<file path="src/rtl/vp_mac_sequencer.sv">
// vp_mac_sequencer: feeds a MAC slave with precision, scale and operand beats per command,
// then collects the MAC result and hands it out on the result port.
module vp_mac_sequencer #(
    parameter int AXIS_DW = 32,
    parameter int LEN_W   = 16
) (
    input  logic               i_clk,
    input  logic               i_rst,
    input  logic               i_cmd_valid,
    output logic               o_cmd_ready,
    input  logic [3:0]         i_cmd_precision,
    input  logic [31:0]        i_cmd_scale,
    input  logic [LEN_W-1:0]   i_cmd_len,
    input  logic [15:0]        i_op_tdata,
    input  logic               i_op_tvalid,
    output logic               o_op_tready,
    output logic [AXIS_DW-1:0] o_mo_tdata,
    output logic               o_mo_tuser,
    output logic               o_mo_tlast,
    output logic [7:0]         o_mo_tid,
    output logic               o_mo_tvalid,
    input  logic               i_mo_tready,
    input  logic [AXIS_DW-1:0] i_rs_tdata,
    input  logic               i_rs_tlast,
    input  logic               i_rs_tvalid,
    output logic               o_rs_tready,
    output logic [AXIS_DW-1:0] o_ro_tdata,
    output logic               o_ro_tvalid,
    input  logic               i_ro_tready,
    output logic               o_busy,
    output logic               o_err
);
    typedef enum logic [2:0] {IDLE, SEND_PREC, SEND_SCALE, SEND_DATA, WAIT_RES, DELIVER} state_t;
    state_t             r_state, w_next;
    logic [3:0]         r_prec;
    logic [31:0]        r_scale;
    logic [LEN_W-1:0]   r_len, r_cnt;
    logic [AXIS_DW-1:0] r_result;
    logic               r_err, w_err, w_cmd_bad, w_last, w_mo_hs;
    assign w_cmd_bad = (i_cmd_precision > 4'd8) | (i_cmd_len == '0);
    assign w_last    = r_cnt == r_len - LEN_W'(1);
    assign w_mo_hs   = i_op_tvalid & i_mo_tready;
    assign o_ro_tdata = r_result;
    assign o_busy     = r_state != IDLE;
    assign o_err      = r_err;
    always_ff @(posedge i_clk or posedge i_rst) begin
        if (i_rst) begin
            r_state  <= IDLE;
            r_prec   <= '0;
            r_scale  <= '0;
            r_len    <= '0;
            r_cnt    <= '0;
            r_result <= '0;
            r_err    <= 1'b0;
        end else begin
            r_state <= w_next;
            r_err   <= w_err;
            if (r_state == IDLE && i_cmd_valid) begin
                r_prec  <= i_cmd_precision;
                r_scale <= i_cmd_scale;
                r_len   <= i_cmd_len;
            end
            if (r_state == SEND_SCALE)
                r_cnt <= '0;
            else if (r_state == SEND_DATA && w_mo_hs)
                r_cnt <= r_cnt + LEN_W'(1);
            if (r_state == WAIT_RES && i_rs_tvalid)
                r_result <= i_rs_tdata;
        end
    end
    // Command port is held off while reset is asserted, even though the state is already IDLE.
    always_comb begin
        w_next      = r_state;
        w_err       = 1'b0;
        o_cmd_ready = 1'b0;
        o_op_tready = 1'b0;
        o_mo_tdata  = '0;
        o_mo_tuser  = 1'b0;
        o_mo_tlast  = 1'b0;
        o_mo_tid    = '0;
        o_mo_tvalid = 1'b0;
        o_rs_tready = 1'b0;
        o_ro_tvalid = 1'b0;
        case (r_state)
            IDLE: begin
                o_cmd_ready = ~i_rst;
                if (i_cmd_valid) begin
                    w_err  = w_cmd_bad;
                    w_next = w_cmd_bad ? IDLE : SEND_PREC;
                end
            end
            SEND_PREC: begin
                o_mo_tvalid = 1'b1;
                o_mo_tdata  = AXIS_DW'(r_prec);
                o_mo_tuser  = 1'b1;
                w_next      = i_mo_tready ? SEND_SCALE : SEND_PREC;
            end
            SEND_SCALE: begin
                o_mo_tvalid = 1'b1;
                o_mo_tdata  = AXIS_DW'(r_scale);
                w_next      = i_mo_tready ? SEND_DATA : SEND_SCALE;
            end
            SEND_DATA: begin
                o_mo_tvalid = i_op_tvalid;
                o_op_tready = i_mo_tready;
                o_mo_tdata  = AXIS_DW'(i_op_tdata);
                o_mo_tlast  = w_last;
                o_mo_tid    = r_cnt[7:0];
                w_next      = (w_mo_hs && w_last) ? WAIT_RES : SEND_DATA;
            end
            WAIT_RES: begin
                o_rs_tready = 1'b1;
                if (i_rs_tvalid) begin
                    w_next = DELIVER;
                    w_err  = ~i_rs_tlast;
                end
            end
            DELIVER: begin
                o_ro_tvalid = 1'b1;
                w_next      = i_ro_tready ? IDLE : DELIVER;
            end
            default: w_next = IDLE;
        endcase
    end
endmodule

</file>
<file path="config.mk">
export PLATFORM = sky130hd
export DESIGN_NAME = vp_mac_sequencer
export DESIGN_NICKNAME = d
export VERILOG_FILES = /design/src/rtl/vp_mac_sequencer.sv
export SDC_FILE = /design/constraint.sdc
export NUM_CORES = 1
export LEC_CHECK = 0
export CAP_MARGIN = 10
export CORE_ASPECT_RATIO = 0.8
export CORE_UTILIZATION = 35
export DETAILED_ROUTE_END_ITERATION = 6
export PLACE_DENSITY = 0.75
export RECOVER_POWER = 25
export SLEW_MARGIN = 20
export SYNTH_ARGS = -nofsm -noshare
export SYNTH_HDL_FRONTEND = slang
export SYNTH_SLANG_ARGS = --single-unit
</file>
<file path="constraint.sdc">
create_clock -name i_clk -period 3.29 [get_ports i_clk]
set_input_delay 0.658 -clock i_clk [delete_from_list [all_inputs] [get_ports i_clk]]
set_output_delay 0.658 -clock i_clk [all_outputs]
set_load 0.01 [all_outputs]
</file>
==> results.md <==
* Hold Slack at 0.482 ns
* Number of setup violations in the final report at 0
* Setup CP Type: reg -> out
* Post-synth EDFFs at 0
* Fmax at 0.315 GHz
* R2R Setup Slk at 1.03 ns
* Seq pwr share at 45.4%
* Failing checks: design-rule violations, max-capacitance violations, max-slew violations
* 1st-iter DRT viols at 201
* Register area share after synthesis at 49.6%
* Maxcap violations at 1
* CTS Buf Count at 9
* Average size of a mapped cell at 11.5 um2
* Worst EP required at 2.63 ns
* Floorplan core area at 0.0144 mm2
* Root buffer cell: clkbuf_16
* Grt ovf at 0
* Pwr/cell area at 439 mW/mm2
* Clock Pin Slew Worst Setup and Hold Paths at 0.06 ns
* CTS Hold Bufs at 0
* Yosys cell types at 53
* Async S/R FF share, synth at 100%
* Top_reg_cell synth: dfrtp_1
* Router iterations before antenna repair at 7
* Post-Synthesis Cells at 455
* Die area at 0.0155 mm2
* CTS tree: yes
* Pleak at 3.32 nW
* P_int at 2.46 mW
* VDD IR max at 0.000264 V
* Fin. Hold Viols at 0
* HPWL Detailed at 10,700 um
* Nets at 754
* ANT nets after route at 0
* Critical path data arrival time at 2.51 ns
* Routed len/inst at 17.2 um
* Fin crit period at 3.17 ns
* Vias in the first global route at 4,470
* Crit share post-route at 96.4%
* Total power at 3.38 mW
* Antenna cells at 0
* Yosys reg bits at 104
* Clock Skews at 0.00524 ns
* Syn-to-layout area delta at 46.9%
* Crit. End Element: primary output
* Placer Congestion at 0.842
* Detailed-route DRC error count at 3
* Mapped Area at 0.00525 mm2
* Max-slew headroom at -11.6%
* Via count at 4,221
* Worst-Skew Late Latency at 0.36 ns
* Combinational share of power at 22.6%
* Outcome: finished with violations
* Sink Count at 104
* Initial Utilization at 36.3%
* Via-to-Cell Ratio at 5.07
* Std cell rows at 39
* Net Count, Synth at 565
* CP Launch Type: flop
* Hold/Removal Path Class: reg -> reg
* YS warnings at 0
* Net Sw Frac at 27.3%
* Critical Path Fanout Max at 5
* Clock share of power at 32.0%
* Clock H-tree levels at 3
* Worst-Margin Slew at 1.66 ns
* Final wirelength at 14,300 um
* Die Y at 112 um
* Die X at 139 um
* Switching Power at 0.923 mW
* Boundary Pins at 189
* Share of cells above drive strength 1 at 20.2%
* Largest net degree at the start of global routing at 43
* CTS Buffer Depth at 2
* Port Buf Inserts at 188
* Initial antenna violation count at 0
* First-pass GRT wire length at 23,100 um
* Slew Limit Fails at 36
* GRT Overall Usage at 19.1%
## flip-flops by register name (all words and copies together), names as in the netlist
name,cells
r_state,3
o_ro_tdata,32
r_prec,4
r_cnt,16
r_len,16
r_scale,32
o_err,1
## cell type report
class | instances | area (um2)
timing repair buffer | 205 | 2010
clock buffer | 12 | 246
inverter | 9 | 35.0
tap | 184 | 230
clock inverter | 4 | 51.3
fill | 1253 | 6730
multi-input combinational | 315 | 2530
sequential | 104 | 2600
## cell usage in the layout (no fill, tap or decap), drive strengths merged, types with 5 or more instances in the layout
cell	count
o21ai	12
nand3	11
xnor2	11
a21oi	8
buf	17
xor2	20
nor2b	5
clkdlybuf4s50	186
nand2	17
inv	9
dfrtp	104
a22o	12
nor2	34
and2	28
nor3	6
nand4	5
mux2	86
or3	7
and3	6
clkbuf	13
nor4	7
## synth_stat cells, types with 2 or more instances
master | number | share of area, %
a211oi_1 | 3 | 0.43
a21oi_1 | 8 | 0.76
a22o_1 | 12 | 2.0
a22oi_1 | 4 | 0.57
a41oi_1 | 2 | 0.33
and2_1 | 28 | 3.3
and3_1 | 6 | 0.72
and3b_1 | 3 | 0.50
and4_1 | 2 | 0.33
and4b_1 | 2 | 0.38
buf_2 | 9 | 0.86
buf_6 | 2 | 0.43
clkbuf_1 | 16 | 1.1
dfrtp_1 | 104 | 50
ha_1 | 2 | 0.48
inv_1 | 9 | 0.64
mux2_1 | 6 | 1.3
mux2_2 | 80 | 17
nand2_1 | 17 | 1.2
nand3_1 | 11 | 1.0
nand4_1 | 4 | 0.48
nor2_1 | 32 | 2.3
nor2b_1 | 5 | 0.60
nor3_1 | 5 | 0.48
nor3b_1 | 2 | 0.29
nor4_1 | 5 | 0.60
nor4_2 | 2 | 0.48
o211ai_1 | 2 | 0.29
o21ai_0 | 10 | 0.95
o21ai_1 | 2 | 0.19
o31a_1 | 2 | 0.33
or2_2 | 2 | 0.24
or3_1 | 7 | 0.83
xnor2_1 | 11 | 1.8
xor2_1 | 20 | 3.3
## final timing paths
kind                              from              to  cells after the start
max reg2reg                   r_len[1]      r_state[1]                      9
max                           r_len[1]      o_mo_tlast                     10
min reg2reg                r_scale[18]     r_scale[18]                      1
max in group asynchronous        i_rst        r_len[2]                      3
min in group asynchronous        i_rst  o_ro_tdata[13]                      2
min                        r_scale[18]     r_scale[18]                      1
## metrics by stage
step           area [um2]  setup slack [ns]  instances   TNS [ns]  utilization [%]
6_report             7710             0.119        833          0             53.4
4_1_cts              7700            0.0122        833          0             53.3
5_1_grt              7710         -0.000248        833  -0.000248             53.4
2_1_floorplan        5250             0.637        455          0                -
3_3_place_gp         7380             0.110        816          0             51.1
3_5_place_dp         7380           -0.0129        816    -0.0129             51.1
## power groups by stage
stage	clock network [mW]	logic (mW)	registers [mW]
floorplan	0	0.437	1.50
global placement	0	0.723	1.55
detailed placement	0	0.747	1.56
CTS	1.12	0.757	1.53
global route	1.16	0.833	1.56
finish	1.08	0.766	1.54
## critical path, cell delays in order (launching register included)
cell and delay [ns]:
dfrtp_1 0.39, inv_1 0.11, ha_4 0.17, buf_4 0.13
nor3b_4 0.28, and4b_1 0.23, o21ai_0 0.10, a211oi_2 0.31
nand3_2 0.16, nor2_1 0.12, buf_2 0.15
## kinds of logic after synthesis
kind of cell    count (synthesis)  synth area share [%]
flops                         104                  49.6
fa+ha+maj                       2                 0.477
mux                            86                  18.5
simple gates                  142                  15.7
buf+inv                        36                  3.07
xor+xnor                       31                  5.17
compound gates                 54                  7.51
## repair_timing
action | 4_1_cts | 5_1_grt
pin swaps | 1 | 3
resized for setup | 6 | 6
endpoints found under the setup margin | 1 | 1
setup buffers | 1 | 0
## per-layer routing
metal	part of all wire (%)	routed length, um	vias up	track usage (%)
li1	-	-	1992	-
met4	1.5	216	0	5.33
met5	0	0	-	0
met3	7.4	1050	20	6.54
met1	42	5970	2068	23.5
met2	49	7060	141	31.9
(Power assumes the default switching activity.)
